[src/rtl/ysyx_22050612_exu_mc.sv]
// Multi-cycle execute unit: RV64I integer ALU with word variants, an iterative
// shift-add low-half multiplier, and a registered result/wen/dnpc stage behind
// valid/ready handshakes on both sides.
module ysyx_22050612_exu_mc #(
  parameter int unsigned XLEN       = 64,
  parameter int unsigned RST_PC_INC = 4
) (
  input  logic            clk,
  input  logic            rst_n,
  input  logic            flush,
  input  logic            in_valid,
  output logic            in_ready,
  input  logic [3:0]      in_op,
  input  logic            in_word,
  input  logic [XLEN-1:0] in_src1,
  input  logic [XLEN-1:0] in_src2,
  input  logic [XLEN-1:0] in_pc,
  input  logic [4:0]      in_rd,
  output logic            out_valid,
  input  logic            out_ready,
  output logic [XLEN-1:0] out_result,
  output logic [4:0]      out_rd,
  output logic            out_wen,
  output logic [XLEN-1:0] out_dnpc
);

  localparam int unsigned ShW  = $clog2(XLEN);
  localparam int unsigned CntW = $clog2(XLEN) + 1;
  // Word variants only exist on a 64-bit datapath.
  localparam bit WordEn = (XLEN == 64);
  localparam logic [XLEN-1:0] PcInc = XLEN'(RST_PC_INC);

  localparam logic [3:0] OpAdd  = 4'd0;
  localparam logic [3:0] OpSub  = 4'd1;
  localparam logic [3:0] OpSll  = 4'd2;
  localparam logic [3:0] OpSlt  = 4'd3;
  localparam logic [3:0] OpSltu = 4'd4;
  localparam logic [3:0] OpXor  = 4'd5;
  localparam logic [3:0] OpSrl  = 4'd6;
  localparam logic [3:0] OpSra  = 4'd7;
  localparam logic [3:0] OpOr   = 4'd8;
  localparam logic [3:0] OpAnd  = 4'd9;
  localparam logic [3:0] OpMul  = 4'd10;
  localparam logic [3:0] OpPass = 4'd11;
  localparam logic [3:0] OpLink = 4'd12;

  typedef enum logic [1:0] {StIdle, StBusy, StHold} state_e;

  function automatic logic [XLEN-1:0] sext32(input logic [31:0] v);
    sext32 = XLEN'($signed(v));
  endfunction

  state_e            state_q, state_d;
  logic [XLEN-1:0]   res_q, res_d;
  logic [4:0]        rd_q, rd_d;
  logic              wen_q, wen_d;
  logic [XLEN-1:0]   dnpc_q, dnpc_d;
  logic [XLEN-1:0]   mcand_q, mcand_d;
  logic [XLEN-1:0]   mplier_q, mplier_d;
  logic [XLEN-1:0]   acc_q, acc_d;
  logic [CntW-1:0]   cnt_q, cnt_d;
  logic              mword_q, mword_d;

  logic              accept;
  logic              word_op;
  logic [31:0]       a32, b32, w_res;
  logic [XLEN-1:0]   f_res, alu_res, link_tgt, dnpc_c;
  logic              wen_c;
  logic [XLEN-1:0]   acc_nxt, mul_res;

  // Handshake decode; flush suppresses any accept in its cycle.
  always_comb begin
    in_ready  = (state_q == StIdle) | ((state_q == StHold) & out_ready);
    accept    = in_valid & in_ready & ~flush;
    out_valid = (state_q == StHold);
  end

  // Single-cycle ALU result, writeback enable and next PC for the incoming bundle.
  always_comb begin
    word_op  = WordEn && in_word &&
               (in_op inside {OpAdd, OpSub, OpSll, OpSrl, OpSra, OpMul});
    a32      = in_src1[31:0];
    b32      = in_src2[31:0];
    w_res    = '0;
    f_res    = '0;
    link_tgt = in_src1 + in_src2;
    link_tgt[0] = 1'b0;

    case (in_op)
      OpAdd:   w_res = a32 + b32;
      OpSub:   w_res = a32 - b32;
      OpSll:   w_res = a32 << b32[4:0];
      OpSrl:   w_res = a32 >> b32[4:0];
      OpSra:   w_res = $signed(a32) >>> b32[4:0];
      default: w_res = '0;
    endcase

    case (in_op)
      OpAdd:   f_res = in_src1 + in_src2;
      OpSub:   f_res = in_src1 - in_src2;
      OpSll:   f_res = in_src1 << in_src2[ShW-1:0];
      OpSlt:   f_res[0] = $signed(in_src1) < $signed(in_src2);
      OpSltu:  f_res[0] = in_src1 < in_src2;
      OpXor:   f_res = in_src1 ^ in_src2;
      OpSrl:   f_res = in_src1 >> in_src2[ShW-1:0];
      OpSra:   f_res = $signed(in_src1) >>> in_src2[ShW-1:0];
      OpOr:    f_res = in_src1 | in_src2;
      OpAnd:   f_res = in_src1 & in_src2;
      OpPass:  f_res = in_src2;
      OpLink:  f_res = in_pc + PcInc;
      default: f_res = '0;
    endcase

    alu_res = word_op ? sext32(w_res) : f_res;
    // Ops 13..15 are reserved and never write back.
    wen_c   = (in_op <= OpLink) && (in_rd != 5'd0);
    dnpc_c  = (in_op == OpLink) ? link_tgt : (in_pc + PcInc);
  end

  // One shift-add multiply step on the held operands.
  always_comb begin
    acc_nxt = acc_q + (mplier_q[0] ? mcand_q : '0);
    mul_res = mword_q ? sext32(acc_nxt[31:0]) : acc_nxt;
  end

  // Next-state: flush first, then accept/drain in IDLE/HOLD, iterate in BUSY.
  always_comb begin
    state_d  = state_q;
    res_d    = res_q;
    rd_d     = rd_q;
    wen_d    = wen_q;
    dnpc_d   = dnpc_q;
    mcand_d  = mcand_q;
    mplier_d = mplier_q;
    acc_d    = acc_q;
    cnt_d    = cnt_q;
    mword_d  = mword_q;

    if (flush) begin
      state_d = StIdle;
    end else begin
      unique case (state_q)
        StIdle, StHold: begin
          if (accept) begin
            rd_d   = in_rd;
            wen_d  = wen_c;
            dnpc_d = dnpc_c;
            if (in_op == OpMul) begin
              state_d  = StBusy;
              // Low half of the product only depends on the low operand bits.
              mcand_d  = word_op ? XLEN'(in_src1[31:0]) : in_src1;
              mplier_d = word_op ? XLEN'(in_src2[31:0]) : in_src2;
              acc_d    = '0;
              cnt_d    = word_op ? CntW'(32) : CntW'(XLEN);
              mword_d  = word_op;
            end else begin
              state_d = StHold;
              res_d   = alu_res;
            end
          end else if ((state_q == StHold) && out_ready) begin
            state_d = StIdle;
          end
        end
        StBusy: begin
          acc_d    = acc_nxt;
          mcand_d  = mcand_q << 1;
          mplier_d = mplier_q >> 1;
          cnt_d    = cnt_q - CntW'(1);
          if (cnt_q == CntW'(1)) begin
            state_d = StHold;
            res_d   = mul_res;
          end
        end
        default: state_d = StIdle;
      endcase
    end
  end

  // State and registered outputs; async reset clears everything.
  always_ff @(posedge clk or negedge rst_n) begin
    if (!rst_n) begin
      state_q  <= StIdle;
      res_q    <= '0;
      rd_q     <= '0;
      wen_q    <= 1'b0;
      dnpc_q   <= '0;
      mcand_q  <= '0;
      mplier_q <= '0;
      acc_q    <= '0;
      cnt_q    <= '0;
      mword_q  <= 1'b0;
    end else begin
      state_q  <= state_d;
      res_q    <= res_d;
      rd_q     <= rd_d;
      wen_q    <= wen_d;
      dnpc_q   <= dnpc_d;
      mcand_q  <= mcand_d;
      mplier_q <= mplier_d;
      acc_q    <= acc_d;
      cnt_q    <= cnt_d;
      mword_q  <= mword_d;
    end
  end

  assign out_result = res_q;
  assign out_rd     = rd_q;
  assign out_wen    = wen_q;
  assign out_dnpc   = dnpc_q;

endmodule
[config.mk]
export PLATFORM = sky130hd
export DESIGN_NAME = ysyx_22050612_exu_mc
export DESIGN_NICKNAME = d
export VERILOG_FILES = /design/src/rtl/ysyx_22050612_exu_mc.sv
export SDC_FILE = /design/constraint.sdc
export NUM_CORES = 2
export LEC_CHECK = 0
export CAP_MARGIN = 25
export CORE_MARGIN = 1.5
export CORE_UTILIZATION = 35
export CTS_CLUSTER_SIZE = 12
export DETAILED_ROUTE_END_ITERATION = 6
export PLACE_DENSITY_LB_ADDON = 0.05
export SLEW_MARGIN = 25
export SYNTH_ARGS = -nofsm -noshare
export SYNTH_HDL_FRONTEND = slang
export SYNTH_SLANG_ARGS = --single-unit
[constraint.sdc]
create_clock -name clk -period 4.4 [get_ports clk]
set_clock_uncertainty 0.15 [all_clocks]
set_input_delay 0.66 -clock clk [delete_from_list [all_inputs] [get_ports clk]]
set_output_delay 0.66 -clock clk [all_outputs]
set_load 0.1 [all_outputs]
==> run metrics <==
CP bufs+invs=6; dpl cell area=between 60000 and 70000 um^2; initial antenna violation count=28; clock sink count=approximately 340; Synth Flop Type=dfrtp_1; GP Congestion=approximately 1.1; violated checks=DRC, setup timing; Post-synth EDFFs=0; RR Endpoint=out_result[49]; full die area=about 130000 um^2; element type at the critical path end=flop; Die Span X=roughly 360 um; Synth-to-Final Area Change=49.04%; CTS tree=yes; adder-cell area share of the yosys netlist=0.08459; origin of the worst setup path=in_src1[1]; RR Startpoint=mplier_q[0]; pre-CTS WS=-1.375 ns; CP max stage delay=~0.50 ns; fraction of registers with async set/reset=1.000; H-tree depth=2; Post-Synth Simple-Gate Area=0.2146; Post-Syn Instances=6102; Synth Register Bits=between 300 and 400; Slew Limit Fails=0; CP startpoint kind=primary input; RSZ-0062 raised after global routing=yes; io pins=343; Compound-Gate Fraction of Synth Area=0.3126; hold_ws=between 0.2 and 0.3 ns; cell class contributing the biggest share of worst-path delay=compound AO/OA/AOI/OAI gates; largest net degree at the start of global routing=roughly 110; Worst-Skew Late Latency=0.69 ns; Nets=8448; Routed WL=297100 um; worst rel slew slack=0.3015; Clock transition at path regs=0.06 ns; largest family of logic cells by synthesized area=compound AO/OA/AOI/OAI gates; Mean Syn Cell Area=roughly 7.2 um^2; Mapped Nets=roughly 6600; GRT Resource Usage Total=0.4489; CP Max Fanout=5; final worst path period share=1.038; final period demand of the worst path=4.565 ns; Max Fclk=between 0.2 and 0.25 GHz; starting density of the core=0.3537; design area=about 65000 um^2; r2r setup slk=roughly 0.05 ns; grt total ovfl=0; Tot Pwr=19.84 mW; wire per inst=a little over 30 um; Synth area leaders=dfrtp_1 (19%), ha_1 (8.3%), nand2_1 (7.2%); Post-DP HPWL=between 200000 and 250000 um; Worst VDD drop=~440 uV; core box area=~120000 um^2; Data arrival, critical path=4.95 ns; antenna viol nets, final=0; Mapped Area=approximately 44000 um^2; Post-Synth XOR/XNOR Area=0.05011; PwrDens=approximately 300 nW/um^2; Worst path slowest cell=clkdlybuf4s50_1; WP depth=17; area leader, netlist=dfrtp_1; Inserted Clock Buffers=48; commonest cells in the netlist=nand2_1 (845), nor2_1 (661), a21oi_1 (603); via/cell ratio=6.194; vias in the first global route=between 50000 and 60000; Final Hold Viols=0; First-pass DRT Iterations=7; Max Cap Viol=0; Die Y-Extent=around 360 um; Clock Tree Buf Depth=3; WS Path Type=in -> reg; leak pwr=30.22 nW; CP most frequent cell=buf_4; Yosys cell types=100; placed cells=between 9000 and 10000; PnR worst setup slack=-0.1651 ns; PortBufs=342; Root Buffer=clkbuf_16; Iter 0 DRT Violations=8690; final setup fails=19; total number of vias=about 60000; CP required=~4.8 ns; worst setup path endpoint=out_result[29]; Post-Layout Cell Count=9626; row count=roughly 130; Hold Path Class=in -> reg; Seq/Total Area, Yosys=0.1918; synth warn=0; count leader, synth=nand2_1; R2R depth=19; DRC viols=12; layout cells sized above 1=0.2938; status=finished, violations left; cell-by-cell trace of the critical path=clkdlybuf4s50_1 -> inv_1 -> ha_1 -> a211oi_1 -> buf_4 -> o21ai_1 -> a21oi_2 -> buf_4 -> nor2_1 -> or3b_1 -> a31o_2 -> a221oi_1 -> buf_4 -> o221ai_1 -> a221oi_2 -> buf_4 -> nor2_1; worst-margin pin slew=1.045 ns; first-pass GRT wire length=411900 um; multiplexer area fraction after synthesis=0.08442; top-area cell type share of the netlist area=0.1918
==> power breakdown <==
group / leakage (nW) / switching [mW] / internal (mW)
Sequential: 4.29 / 0.469 / 3.70
Combinational: 25.1 / 7.05 / 4.24
Clock: 0.834 / 1.78 / 2.60
==> what timing repair did <==
item / 4_1_cts / 5_1_grt
buffers inserted: 17 / 18
hold buffers: 1 / 0
cloned: 0 / 0
gates resized for setup: 118 / 132
hold endpoints to repair: 70 / 0
pin swaps: 56 / 70
endpoints found under the setup margin: 51 / 64
==> worst reg2reg max path, stage by stage, from the launching register on <==
cell and delay, ns:
dfrtp_2 0.44, buf_4 0.15, and2_1 0.13, ha_1 0.34, a21oi_1 0.17, o22ai_1 0.14
buf_4 0.17, o21a_1 0.20, o311a_1 0.28, buf_4 0.17, o2111ai_1 0.21, nand2_2 0.14
a21oi_1 0.30, buf_4 0.18, o21ai_0 0.10, xnor2_1 0.16, buf_4 0.16, o211ai_1 0.31
o21ai_0 0.23, nor3_1 0.19
==> cell families after synthesis <==
logic type / count (synthesis)
compound gates: 2136
xor+xnor: 250
fa+ha+maj: 294
buf+inv: 692
flops: 336
mux: 254
simple gates: 2140
==> layout by cell type, fill, tap and decap left out, types with 86 or more instances in the layout <==
master / netlist / routed
clkdlybuf4s50_1: 0 / 306
mux4_2: 89 / 89
buf_4: 17 / 1850
a31oi_1: 96 / 91
a21o_1: 87 / 86
dfrtp_1: 336 / 335
o21ai_0: 477 / 450
a22oi_1: 144 / 143
o22ai_1: 89 / 88
nand2_1: 845 / 838
nor2_1: 661 / 650
nand3_1: 135 / 132
ha_1: 290 / 280
and2_1: 88 / 86
a21oi_1: 603 / 582
mux2i_1: 132 / 131
xnor2_1: 169 / 165
inv_1: 228 / 222
nor3_1: 107 / 96
==> layer usage <==
| layer | track usage | share of wire | vias to the layer above |
|---|---|---|---|
| li1 | - | - | 25980 |
| met1 | 0.6193 | 0.41 | 28980 |
| met2 | 0.6276 | 0.40 | 3921 |
| met3 | 0.1460 | 0.13 | 720 |
| met4 | 0.2075 | 0.056 | 22 |
| met5 | 0 | 0.00047 | - |
==> state kept, by name, indices dropped and copies added (netlist names) <==
name,cells
acc_q,64
mcand_q,64
mplier_q,64
out_dnpc,64
out_result,64
cnt_q,7
out_rd,5
state_q,2
mword_q,1
out_wen,1
==> stage by stage <==
stage / setup TNS, ns / util
after global routing: -4.613 / 0.5270
after CTS: -0.2450 / 0.5212
final: -1.051 / 0.5271
after global placement: -66.09 / 0.5037
after detailed placement: -69.24 / 0.5036
after floorplan: -21.62 / -
==> final cells by class <==
class / instances / area (um^2)
clock buffers: 69 / 1420
flip-flops and latches: 336 / 8409
well taps: 1637 / 2048
inverters: 236 / 899.6
diodes: 7 / 17.52
multi-input cells: 5074 / 33820
fillers: 12320 / 58620
repair buffers: 2251 / 18430
clock inverters: 16 / 297.8
==> worst min path at each step <==
| stage | start | end | depth (start not counted) |
|---|---|---|---|
| after floorplan | rst_n | acc_q[0] | 0 |
| after global placement | mplier_q[38] | mplier_q[37] | 2 |
| after global routing | in_src2[9] | mplier_q[9] | 4 |
| after CTS | in_src2[9] | mplier_q[9] | 4 |
| final | in_src2[9] | mplier_q[9] | 4 |
| after detailed placement | mplier_q[62] | mplier_q[61] | 2 |
(Power assumes the default switching activity.)
